`src/rtl/calc_engine.sv`:
```
// Calculator arithmetic core: add/sub in one cycle, shift-add multiply and restoring divide in OPW cycles.
// Optional build macro CALC_SAT_EN clamps out-of-range results instead of wrapping them.
module calc_engine #(
    parameter int OPW = 8,
    parameter int RW  = 13
) (
    input  logic           CLK,
    input  logic           RST,
    input  logic [OPW-1:0] A,
    input  logic [OPW-1:0] B,
    input  logic [1:0]     Op,
    input  logic           Start,
    output logic [RW-1:0]  Result,
    output logic           Busy,
    output logic           Done,
    output logic           Err
);

    localparam int FW = ((2 * OPW > RW) ? 2 * OPW : RW) + 1;
    localparam int CW = $clog2(OPW);
    localparam logic [FW-1:0] MAXV = FW'((1 << RW) - 1);
    localparam logic [CW-1:0] LAST = CW'(OPW - 1);

    localparam logic [2:0] S_IDLE = 3'd0;
    localparam logic [2:0] S_EXEC = 3'd1;
    localparam logic [2:0] S_MUL  = 3'd2;
    localparam logic [2:0] S_DIV  = 3'd3;
    localparam logic [2:0] S_FIN  = 3'd4;

    localparam logic [1:0] OP_ADD = 2'b00;
    localparam logic [1:0] OP_SUB = 2'b01;
    localparam logic [1:0] OP_MUL = 2'b10;
    localparam logic [1:0] OP_DIV = 2'b11;

    logic [2:0]       state;
    logic [OPW-1:0]   a_r;
    logic [OPW-1:0]   b_r;
    logic [1:0]       op_r;
    logic [CW-1:0]    cnt;
    logic [2*OPW-1:0] prod;
    logic [2*OPW-1:0] mcand;
    logic [OPW-1:0]   rem;

    // Restoring-divide step: a_r shifts dividend bits out the top and quotient bits in the bottom.
    logic [OPW:0]   rem_next;
    logic           sub_ok;
    logic [OPW-1:0] rem_sub;

    assign rem_next = {rem, a_r[OPW-1]};
    assign sub_ok   = (rem_next >= {1'b0, b_r});
    assign rem_sub  = OPW'(rem_next - {1'b0, b_r});

    logic [FW-1:0] full;
    logic          neg;
    logic          dz;
    logic          ovf;
    logic [RW-1:0] res_c;
    logic          err_c;

    // NOTE: every always_comb output gets a default first, so no path can infer a latch.
    always_comb begin
        full = '0;
        neg  = 1'b0;
        dz   = 1'b0;
        case (op_r)
            OP_ADD: full = FW'(a_r) + FW'(b_r);
            OP_SUB: begin
                full = FW'(a_r) - FW'(b_r);
                neg  = (a_r < b_r);
            end
            OP_MUL: full = FW'(prod);
            OP_DIV: begin
                full = FW'(a_r);
                dz   = (b_r == '0);
            end
            default: full = '0;
        endcase
        ovf   = !neg && !dz && (full > MAXV);
        err_c = neg || dz || ovf;
`ifdef CALC_SAT_EN
        if (dz || neg)
            res_c = '0;
        else if (ovf)
            res_c = MAXV[RW-1:0];
        else
            res_c = full[RW-1:0];
`else
        res_c = dz ? '0 : full[RW-1:0];
`endif
    end

    // NOTE: sequential state uses non-blocking assignments only, so every register sees pre-edge values.
    always_ff @(posedge CLK) begin
        if (RST) begin
            state  <= S_IDLE;
            a_r    <= '0;
            b_r    <= '0;
            op_r   <= OP_ADD;
            cnt    <= '0;
            prod   <= '0;
            mcand  <= '0;
            rem    <= '0;
            Result <= '0;
            Busy   <= 1'b0;
            Done   <= 1'b0;
            Err    <= 1'b0;
        end else begin
            Done <= 1'b0;
            case (state)
                S_IDLE: begin
                    if (Start) begin
                        a_r   <= A;
                        b_r   <= B;
                        op_r  <= Op;
                        cnt   <= '0;
                        prod  <= '0;
                        mcand <= {{OPW{1'b0}}, A};
                        rem   <= '0;
                        Busy  <= 1'b1;
                        if (Op == OP_MUL)
                            state <= S_MUL;
                        else if (Op == OP_DIV && B != '0)
                            state <= S_DIV;
                        else
                            state <= S_EXEC;
                    end
                end
                S_MUL: begin
                    if (b_r[0])
                        prod <= prod + mcand;
                    mcand <= mcand << 1;
                    b_r   <= b_r >> 1;
                    cnt   <= cnt + 1'b1;
                    if (cnt == LAST)
                        state <= S_FIN;
                end
                S_DIV: begin
                    rem   <= sub_ok ? rem_sub : rem_next[OPW-1:0];
                    a_r   <= {a_r[OPW-2:0], sub_ok};
                    cnt   <= cnt + 1'b1;
                    if (cnt == LAST)
                        state <= S_FIN;
                end
                S_EXEC, S_FIN: begin
                    Result <= res_c;
                    Err    <= err_c;
                    Done   <= 1'b1;
                    Busy   <= 1'b0;
                    state  <= S_IDLE;
                end
                default: state <= S_IDLE;
            endcase
        end
    end

endmodule

```
`config.mk`:
```
export PLATFORM = sky130hd
export DESIGN_NAME = calc_engine
export DESIGN_NICKNAME = d
export VERILOG_FILES = /design/src/rtl/calc_engine.sv
export SDC_FILE = /design/constraint.sdc
export NUM_CORES = 1
export LEC_CHECK = 0
export CAP_MARGIN = 20
export CORE_ASPECT_RATIO = 0.6
export CORE_MARGIN = 4
export CORE_UTILIZATION = 64
export DETAILED_ROUTE_END_ITERATION = 7
export GPL_TIMING_DRIVEN = 0
export PLACE_DENSITY = 0.86
export SETUP_SLACK_MARGIN = 0.2
export SYNTH_ARGS = -nofsm -noshare
export SYNTH_HDL_FRONTEND = slang
export SYNTH_SLANG_ARGS = --single-unit
```
`constraint.sdc`:
```
create_clock -name CLK -period 4.18 [get_ports CLK]
set_clock_uncertainty 0.2 [all_clocks]
set_input_delay 0.836 -clock CLK [delete_from_list [all_inputs] [get_ports CLK]]
set_output_delay 0.836 -clock CLK [all_outputs]
set_load 0.05 [all_outputs]
```
---- Word-level counts from Yosys, hierarchy flattened ----
Cells that the tools add are included.
storage, ports and cells
  output and inout bits ................... 16
  word-level logic and storage cells ...... 83
  flip-flop bits (word level) ............. 80
  input bits .............................. 21
cells by class
  $add $sub $neg .......................... 5
  equality and inequality tests ........... 13
  $lt $le $gt $ge ......................... 3
  multiplexer cells ....................... 26
  reduce and logical (&&, ||, !) cells .... 24
operators with widths
  cell                                                                    number
  17-bit case mux with 4 select lines                                     1
  16-bit case mux with 2 select lines                                     2
  16-bit two-way mux                                                      3
  8-bit case mux with 2 select lines                                      3
  8-bit two-way mux                                                       4
  17-bit by 13-bit > comparator with 1-bit output, second input constant  1
  16-bit adder                                                            1
  13-bit two-way mux                                                      1
  3-bit case mux with 2 select lines                                      2
  2-bit AND reduction                                                     6
  8-bit by 8-bit adder with 9-bit output                                  1
  9-bit by 8-bit greater-or-equal comparator with 1-bit output            1
  3-bit two-way mux                                                       3
  8-bit by 8-bit subtractor with 9-bit output                             1
  2-bit equality test, second input constant                              4
  8-bit zero test                                                         1
  8-bit < comparator                                                      1
  2-bit nonzero test                                                      4
  8-bit nonzero test                                                      1
  8-bit subtractor                                                        1
  3-bit by 2-bit equality test with 1-bit output, second input constant   2
  3-bit equality test, second input constant                              2
  1-bit two-way mux                                                       4
  2-bit two-way mux                                                       2
  13 further kinds                                                        19

---- Depth between registers and ports, before layout ----
Gate-level depths: netlist of run 1.
  word-level depth ........................ 6
  depth in mapped cells ................... 10
  depth with buffers taken out ............ 10

---- Worst setup path after synthesis of run 1 ----
OpenSTA, ideal clock, no wires.
  kind .................................... reg-to-reg
  start ................................... reg a_r[0]
  end ..................................... reg Result[10]
  buffers on the path ..................... 0
  period minus slack after synthesis ...... 2291 ps
  data required time ...................... 3858 ps
  cell stages (with the launch flop) ...... 11
  slack ................................... 1889 ps
  library setup time ...................... 122 ps
  arrival ................................. 1969 ps
  path through ............................ dfxtp_1 > inv_1 > ha_1 > fa_1 > nor2b_1 > o21ai_1 > a21boi_1 > o21ai_1 > a21oi_1 > nor3_2 > a221o_1
on the way
  longest elaborated chain between the ends .. 3
RTL lines
  what                                         line  text
  start, declared                              36    logic [OPW-1:0] a_r;
  start signal, assigned                       139   a_r <= {a_r[OPW-2:0], sub_ok};
  8-bit by 8-bit subtractor with 9-bit output  68    full = FW'(a_r) - FW'(b_r);
  17-bit case mux with 4 select lines          65    case (op_r)
  13-bit two-way mux                           88    res_c = dz ? '0 : full[RW-1:0];
  end signal, assigned                         145   Result <= res_c;
  end, declared                                13    output logic [RW-1:0] Result,
No other way between the ends.
A chain may end at the register's enable or synchronous reset.

---- Worst setup path in the final report of run 1 ----
  start ................................... in RST
  end ..................................... reg prod[0]
RTL lines
  what                  line  text
  start, declared       8     input logic RST,
  end signal, assigned  130   prod <= prod + mcand;
  end, declared         40    logic [2*OPW-1:0] prod;
No word-level cell between the ends.

==> results of run 1 <==
==> cells in the mapped netlist, drive strengths merged (4+ instances only) <==
| cell | instances |
|---|---|
| fa | 4 |
| xor2 | 6 |
| and2 | 4 |
| nand2 | 67 |
| nor2 | 74 |
| a31oi | 8 |
| nor3 | 11 |
| o21a | 8 |
| a22oi | 15 |
| a221o | 5 |
| clkbuf | 6 |
| a211oi | 20 |
| a21oi | 35 |
| dfxtp | 80 |
| inv | 29 |
| a311oi | 7 |
| nor2b | 8 |
| ha | 42 |
| a21o | 5 |
| o21bai | 6 |
| xnor2 | 15 |
| o21ai | 50 |
| mux2i | 22 |
| nor4 | 8 |
| buf | 21 |
| and3 | 4 |
==> state kept, by name (all words and copies together) (netlist names) <==
signal / count
Busy: 1
Done: 1
Err: 1
Result: 13
a_r: 8
b_r: 8
cnt: 3
mcand: 16
op_r: 2
prod: 16
rem: 8
state: 3
==> through the flow <==
| stage | instances | hold slack (ns) | setup WS (ns) | cell area, sq um |
|---|---|---|---|---|
| 6_report | 765 | 0.249 | 1.36 | 5880 |
| 3_5_place_dp | 749 | 0.247 | 1.12 | 5590 |
| 3_3_place_gp | 749 | 0.229 | 1.21 | 5590 |
| 5_1_grt | 765 | 0.278 | 1.27 | 5880 |
| 2_1_floorplan | 609 | 0.243 | 1.89 | 5100 |
| 4_1_cts | 765 | 0.256 | 1.44 | 5880 |
==> power breakdown <==
group | internal [mW] | switching [mW] | leakage [nW]
sequential | 0.798 | 0.0481 | 0.651
clock | 0.439 | 0.334 | 0.143
combinational | 0.201 | 0.309 | 1.55
==> routing by layer <==
layer | wire length, um | GRT usage [%] | share of wire (%) | vias to the layer above
met4 | 203 | 8.95 | 1.4 | 0
met1 | 6500 | 45.9 | 44 | 2294
li1 | - | - | - | 2298
met3 | 2080 | 11.5 | 14 | 27
met5 | 0 | 0 | 0 | -
met2 | 5940 | 45.1 | 40 | 341
==> critical path: stages <==
cell	delay (ns)
clkdlybuf4s50_1	0.54
buf_1	0.52
buf_2	0.34
buf_1	0.46
nor2_1	0.12
==> area by class of cell <==
| class | instances | area [sq um] | area share (%) |
|---|---|---|---|
| Clock inverter | 5 | 38.8 | 0.659 |
| Clock buffer | 11 | 253 | 4.30 |
| Sequential cell | 80 | 1600 | 27.2 |
| Multi-Input combinational cell | 472 | 3230 | 54.9 |
| Buffer | 27 | 153 | 2.60 |
| Timing Repair Buffer | 36 | 360 | 6.13 |
| Tap cell | 104 | 130 | 2.21 |
| Inverter | 30 | 115 | 1.96 |
==> worst paths after layout <==
kind	from	to	cells past startpoint
min	Result[3]$_SDFFE_PP0P_	Result[3]$_SDFFE_PP0P_	2
max	RST	prod[0]$_SDFFE_PP0P_	5
max reg2reg	a_r[0]$_SDFFE_PP0P_	Result[12]$_SDFFE_PP0P_	10
min reg2reg	Result[3]$_SDFFE_PP0P_	Result[3]$_SDFFE_PP0P_	2
==> logic make-up after synthesis <==
family                     share of synthesized area (%)
DFF                                                 31.4
adders and majority gates                           11.9
and+or+nand+nor                                     18.3
buffers and inverters                               5.25
xor gates and xnor gates                            3.61
AOI/OAI and AO/OA                                   24.4
muxes                                               5.20
==> flow_summary_export.csv, run 1 <==
group,metric,value,unit
timing,tightest_slew,0.666,ns
run,maxCapViolations,0,
global_routing,grt_pass1_vias,4684,
clocking,h-tree-depth,3,
placement,hpwl,11.3,mm
worst_hold_path,holdCritPathClass,"flop to flop",
synth,syn_inst,609,
synth,yosys.area.top_type_share,31.4,%
synth,synth_edf_count,0,
synth,yosys_warnings,0,
clocking,cts.sinks,80,
timing,max_slew_margin,55.3,%
clocking,clk_pin_slew,0.06,ns
timing,final_max_slew_viol_count,0,
clocking,clk_path_buf_depth,2,
drt,first_pass_iters,6,
synth,avgSynthCellArea,8.37,sq um
critical_path,arrival,2.83,ns
cells_and_area,layout_common_cells,"80 x dfxtp_1, 70 x nor2_1, 64 x nand2_1, 42 x ha_1, 36 x clkdlybuf4s50_1",
timing,finalHoldViolations,0,
cells_and_area,final_common_cell,"dfxtp_1",
power,peakVddDrop,0.296,mV
synth,netlist.top_cell.by_area,"dfxtp_1",
floorplan,dieArea,9510,sq um
critical_path,startpoint_type,"primary input",
timing,fin_crit_sh,67.4,%
floorplan,core_area,7510,sq um
global_routing,grt_util_all_layers,32.1,%
global_routing,grt_max_degree,15,
timing,final-setup-viol-count,0,
cells_and_area,diodes,0,
clocking,clk_latency,0.35,ns
floorplan,rows,24,
global_routing,antenna_found_initial,0,
floorplan,ios,37,
cells_and_area,fin_util,78.4,%
cells_and_area,fin_nets,723,
critical_path,worstPathRequired,4.19,ns
power,power.total,2.13,mW
synth,ys_seq_area_share,31.4,%
placement,routabilityCongestion,0.967,
global_routing,overflow,0,
clocking,post_cts.repair.setup_buffers,0,
timing,period_needed,2.82,ns
synth,netlist_area,5100,sq um
timing,timing.fmax,355,MHz
drt,routed_via_density,6.48,
floorplan,fp.dieH,77.1,um
floorplan,start_util,67.9,%
cells_and_area,area_growth,15.3,%
synth,syn_nets,676,
power,p_leak,2.35,nW
critical_path,worstSetupPathType,"primary input to flop",
drt,ant_nets,0,
drt,drt_wl_total,14.7,mm
timing,rsz0062_at_grt,"false",
drt,route.detailed.drc,0,
critical_path,r2r_slack,1.36,ns
clocking,cts.repair.resized,0,
power,pwr_density_cell,362,nW/um^2
clocking,cts_root_buffer,"clkbuf_16",
global_routing,grt_pass1_wl,23.8,mm
synth,ys_types,72,
placement,io_buffers,36,
cells_and_area,final.fill_count,553,
critical_path,path_max_fanout,10,
synth,async_flop_share,0,%
critical_path,endpoint_kind,"flop",
synth,synth_area_leaders,"dfxtp_1 31%, ha_1 10%, nor2_1 5.2%, nand2_1 4.7%, mux2i_1 4.3%",
status,outcome,"finished clean",
drt,via_count,4960,
drt,drtIter0Drc,587,
clocking,cts_tree,"done",
synth,ys_ff_latch,80,
clocking,numCtsBuffers,9,
drt,post_drt_wl_per_cell,19.2,um
timing,tns,0,ns
cells_and_area,drive_gt1_share,9.23,%
synth,ys.flop_type,"dfxtp_1",
floorplan,die_w,123,um
clocking,cts_hold_buf,0,
(Power assumes the default switching activity.)
==> run 2: changes to the inputs <==
- CORE_UTILIZATION: 64 -> 59
- PLACE_DENSITY: 0.86 -> 0.8
- clock period: 4.18 -> 2.83 ns (I/O delays scaled with it)
==> run 2 against run 1 <==
  * Flip-flop and latch count unchanged
  * Largest power group unchanged
  * Sequential power up 48%
  * Via count down 1.1%
  * Final cell count up 0.52%
==> flow_summary_export.csv, run 2 (synthesis gave the netlist of run 1 again) <==
group,metric,value,unit
status,outcome,"finished clean",
floorplan,rows,25,
drt,drtIter0Drc,683,
timing,max_slew_margin,56.1,%
critical_path,worstPathRequired,2.86,ns
timing,fin_crit_sh,88.5,%
global_routing,antenna_found_initial,0,
clocking,h-tree-depth,3,
cells_and_area,fin_nets,723,
global_routing,overflow,0,
critical_path,worstSetupPathType,"flop to flop",
global_routing,grt_pass1_vias,4521,
cells_and_area,layout_common_cells,"74 x dfxtp_1, 70 x nor2_1, 64 x nand2_1, 42 x ha_1, 36 x clkdlybuf4s50_1",
cells_and_area,diodes,0,
timing,period_needed,2.50,ns
power,clock_power_share,37.9,%
drt,drt_wl_total,14.5,mm
cells_and_area,drive_gt1_share,10.7,%
cells_and_area,fin_util,73.0,%
cells_and_area,largest_registers,"mcand (16), prod (16), Result (13)",
clocking,post_cts.repair.setup_buffers,0,
placement,routabilityCongestion,0.951,
drt,route.detailed.drc,0,
global_routing,grt_pass1_wl,23.3,mm
floorplan,start_util,62.7,%
power,seq_power_share,38.8,%
floorplan,fp.dieH,80.0,um
clocking,cts_hold_buf,0,
timing,final-setup-viol-count,0,
clocking,clk_latency,0.34,ns
power,pwr-share-comb,23.3,%
clocking,cts_root_buffer,"clkbuf_16",
critical_path,path_max_fanout,3,
power,p_leak,2.36,nW
cells_and_area,area_growth,16.4,%
timing,finalHoldViolations,0,
power,peakVddDrop,0.374,mV
drt,post_drt_wl_per_cell,18.8,um
critical_path,startpoint_type,"flop",
clocking,clk_pin_slew,0.07,ns
placement,dp.cells,753,
placement,hpwl,11.2,mm
worst_hold_path,holdCritPathClass,"flop to flop",
floorplan,core_area,8130,sq um
drt,first_pass_iters,6,
drt,via_count,4905,
clocking,cts_tree,"done",
cells_and_area,final_common_cell,"dfxtp_1",
power,pwr_density_cell,543,nW/um^2
cells_and_area,layout.cells.non_filler,769,
clocking,numCtsBuffers,9,
placement,io_buffers,36,
critical_path,arrival,2.54,ns
clocking,clk_path_buf_depth,2,
timing,final_max_slew_viol_count,0,
power,intPower,2.21,mW
critical_path,endpoint_kind,"flop",
power,power.net_switching,1.01,mW
clocking,cts.sinks,80,
global_routing,grt_util_all_layers,29.3,%
timing,rsz0062_at_grt,"false",
run,maxCapViolations,0,
timing,tightest_slew,0.656,ns
timing,tns,0,ns
power,p_sw_share,31.4,%
timing,timing.fmax,399,MHz
global_routing,grt_max_degree,14,
floorplan,die_w,128,um
floorplan,dieArea,10200,sq um
drt,ant_nets,0,
drt,routed_via_density,6.38,
floorplan,ios,37,
## run 2: changes by cell type in the layout (fill, tap and decap cells not counted), moves of 3 or more
cell / change
dfxtp_1: -6
a21oi_2: +3
a21oi_1: -3
dfxtp_2: +5
## run 2: worst paths after layout
check	startpoint	to	slack [ns]	cells past startpoint
worst max-delay path	prod[0]$_SDFFE_PP0P_	prod[14]$_SDFFE_PP0P_	0.33	9
worst min register to register	Result[3]$_SDFFE_PP0P_	Result[3]$_SDFFE_PP0P_	0.25	2
worst max register to register	prod[0]$_SDFFE_PP0P_	prod[14]$_SDFFE_PP0P_	0.33	9
worst min-delay path	Result[3]$_SDFFE_PP0P_	Result[3]$_SDFFE_PP0P_	0.25	2
## run 2: metrics by stage
stage	setup WS, ns	instance area [sq um]	hold WS (ns)	total power, mW
6_report	0.326	5940	0.247	3.23
3_3_place_gp	0.0921	5600	0.230	1.97
2_1_floorplan	0.539	5100	0.243	1.78
4_1_cts	0.204	5900	0.245	3.19
3_5_place_dp	0.0737	5600	0.237	1.99
5_1_grt	0.206	5940	0.269	3.34
## run 2: worst max-delay path, stage by stage, from the launching register on
cell      delay [ns]
dfxtp_1         0.38
ha_1            0.27
fa_2            0.41
a211oi_4        0.28
o21ai_0         0.15
a21oi_2         0.24
o21ai_1         0.08
o21ai_1         0.14
xor2_1          0.17
o21ai_1         0.07
## run 2: cell type report
class	count	area, sq um
multi-input combinational	472	3260
fill	618	2190
sequential	80	1610
timing repair buffer	36	360
clock buffer	12	256
buffer	27	153
tap	108	135
inverter	30	115
clock inverter	4	51.3
## run 2: per-layer routing
metal,vias to the layer above,routed length [um],global-route usage [%],share of wire (%)
li1,2296,-,-,-
met1,2267,6710,43.9,46
met2,307,5490,40.1,38
met3,35,2000,8.82,14
met4,0,252,7.73,1.7
met5,-,0,0,0
## run 2: timing repair
item,CTS,global route
endpoints found under the setup margin,3,13
pin swaps,0,0
gates resized for setup,1,12
## run 2: power groups by stage
stage | clock [mW] | sequential (mW) | combinational (mW)
after global placement | 0 | 1.27 | 0.702
after floorplan | 0 | 1.28 | 0.498
after detailed placement | 0 | 1.27 | 0.719
after CTS | 1.21 | 1.25 | 0.725
final | 1.22 | 1.25 | 0.752
after global routing | 1.27 | 1.26 | 0.821
==> run 3: changes to the inputs <==
- CORE_ASPECT_RATIO: 0.6 -> unset
==> run 3 against run 2 <==
  * Via count fell by 2.1%
  * Register-to-register slack about the same
  * Power is 11% lower
  * Critical path depth is 1 higher
  * Die area is 0.48% lower
  * Final cell count decreased by 0.26%
  * Clock power shrank 28%
  * Worst setup slack gained 0.0099 ns
  * Design area is 1.9% lower
==> flow_summary_export.csv, run 3 (synthesis gave the netlist of run 1 again) <==
group,metric,value,unit
placement,placed_area,5590,sq um
worst_hold_path,holdCritPathClass,"flop to flop",
floorplan,core_area,8300,sq um
cells_and_area,seq_area,1610,sq um
global_routing,grt_util_all_layers,26.3,%
critical_path,critPathSlowestCell,"dfxtp_2",
power,pwr-share-comb,25.7,%
power,seq_power_share,43.6,%
cells_and_area,largest_registers,"mcand (16), prod (16), Result (13)",
global_routing,overflow,0,
drt,routed_via_density,6.26,
drt,ant_nets,0,
clocking,cts_tree,"done",
power,peakVddDrop,0.289,mV
cells_and_area,drive_gt1_share,11.0,%
drt,drtIter0Drc,274,
floorplan,ios,37,
critical_path,worstSetupPathType,"flop to flop",
clocking,cts.sinks,80,
power,intPower,1.91,mW
status,outcome,"finished clean",
critical_path,critical-path-top-delay-family,"compound AO/OA/AOI/OAI gates",
critical_path,worstPathRequired,2.87,ns
power,p_leak,2.32,nW
placement,io_buffers,36,
clocking,numCtsBuffers,9,
global_routing,grt_pass1_wl,21.6,mm
cells_and_area,area_growth,14.3,%
power,pwr_density_cell,490,nW/um^2
timing,tns,0,ns
drt,drt_wl_total,13.3,mm
timing,timing.fmax,401,MHz
timing,final-setup-viol-count,0,
timing,timing.hold.ws,0.248,ns
clocking,clk_path_buf_depth,2,
floorplan,die_w,101,um
cells_and_area,multi_input_area,3240,sq um
power,power.net_switching,943,uW
drt,via_count,4804,
drt,first_pass_iters,7,
floorplan,fp.dieH,101,um
drt,route.detailed.drc,0,
global_routing,grt_pass1_vias,4411,
drt,post_drt_wl_per_cell,17.3,um
critical_path,crit_top_cell,"o21ai_1",
placement,pre_cts_ws,0.0382,ns
clocking,clk_pin_slew,0.08,ns
floorplan,dieArea,10200,sq um
placement,routabilityCongestion,0.916,
clocking,cts_root_buffer,"clkbuf_8",
timing,tightest_slew,0.692,ns
critical_path,crit_buf_inv,1,
cells_and_area,fin_nets,724,
timing,max_slew_margin,53.6,%
clocking,clk_latency,0.36,ns
power,clock_power_share,30.7,%
critical_path,arrival,2.54,ns
global_routing,grt_max_degree,15,
critical_path,startpoint_type,"flop",
critical_path,cp_slowest_stage_delay,0.40,ns
cells_and_area,stdcell_area,5830,sq um
floorplan,start_util,61.5,%
cells_and_area,final_common_cell,"dfxtp_1",
critical_path,endpoint_kind,"flop",
timing,final_max_slew_viol_count,0,
cells_and_area,diodes,0,
timing,setup_ws,0.336,ns
timing,fin_crit_sh,88.1,%
floorplan,rows,33,
critical_path,cp_cell_sequence,"inv_1, ha_1, fa_1, nor2b_1, o21ai_1, a21boi_2, o21ai_1, a21oi_1, nor3_2, a221o_1",
clocking,h-tree-depth,3,
global_routing,antenna_found_initial,0,
cells_and_area,layout_common_cells,"73 x dfxtp_1, 70 x nor2_1, 64 x nand2_1, 42 x ha_1, 36 x clkdlybuf4s50_1",
critical_path,path_max_fanout,5,
timing,period_needed,2.49,ns
cells_and_area,final.fill_count,683,
timing,rsz0062_at_grt,"true",
placement,hpwl,10.1,mm
power,p_sw_share,33.0,%
timing,finalHoldViolations,0,
run,maxCapViolations,0,
==> run 3: changes by cell type in the layout (fill, tap and decap cells not counted), sizes merged <==
cell / previous run / this run
buf: 21 / 22
clkbuf: 18 / 16
clkinv: 2 / 5
clkinvlp: 1 / 0
==> run 3: power by group through the flow <==
stage	sequential, mW	combinational [mW]	clock (mW)
floorplan	1.28	0.498	0
global placement	1.26	0.690	0
detailed placement	1.27	0.711	0
CTS	1.24	0.714	0.888
global route	1.25	0.802	0.933
finish	1.25	0.734	0.877
==> run 3: timing repair <==
| action | CTS | global route |
|---|---|---|
| gates resized for setup | 1 | 11 |
| pin swaps | 0 | 2 |
| setup buffers | 0 | 1 |
| gates cloned | 0 | 0 |
| setup endpoints to repair | 1 | 10 |
| hold buffers | 0 | 0 |
==> run 3: area by class of cell <==
type                       instances  share of cell area [%]
timing repair buffer              37                    6.31
multi-input combinational        472                    55.7
sequential                        80                    27.7
tap                              105                    2.25
clock inverter                     6                    1.14
buffer                            27                    2.62
inverter                          30                    1.98
clock buffer                      10                    2.36
==> run 3: final timing paths <==
| check | start | to | slack [ns] | cells after the start |
|---|---|---|---|---|
| hold reg to reg | Result[4]$_SDFFE_PP0P_ | Result[4]$_SDFFE_PP0P_ | 0.25 | 2 |
| setup reg to reg | a_r[0]$_SDFFE_PP0P_ | Result[9]$_SDFFE_PP0P_ | 0.34 | 10 |
| hold / removal | Result[4]$_SDFFE_PP0P_ | Result[4]$_SDFFE_PP0P_ | 0.25 | 2 |
| setup / recovery | a_r[0]$_SDFFE_PP0P_ | Result[9]$_SDFFE_PP0P_ | 0.34 | 10 |
==> run 3: metrics by stage <==
step / total power [mW] / std cells / utilization (%)
2_1_floorplan: 1.78 / 609 / -
3_3_place_gp: 1.95 / 750 / 67.4
3_5_place_dp: 1.98 / 750 / 67.4
4_1_cts: 2.84 / 766 / 69.8
5_1_grt: 2.99 / 767 / 70.2
6_report: 2.86 / 767 / 70.2
==> run 3: metal layers <==
layer	vias to the layer above	share of wire, %	GRT usage [%]
met2	229	45	42.1
met1	2230	43	36.0
met4	0	3.0	9.51
met3	44	8.2	3.74
met5	-	0	0
li1	2301	-	-
==> run 3: worst register-to-register path, stage by stage (launching register included) <==
cell and delay, ns:
dfxtp_2 0.40, inv_1 0.08, ha_1 0.21, fa_1 0.39, nor2b_1 0.12, o21ai_1 0.10
a21boi_2 0.21, o21ai_1 0.08, a21oi_1 0.23, nor3_2 0.11, a221o_1 0.26
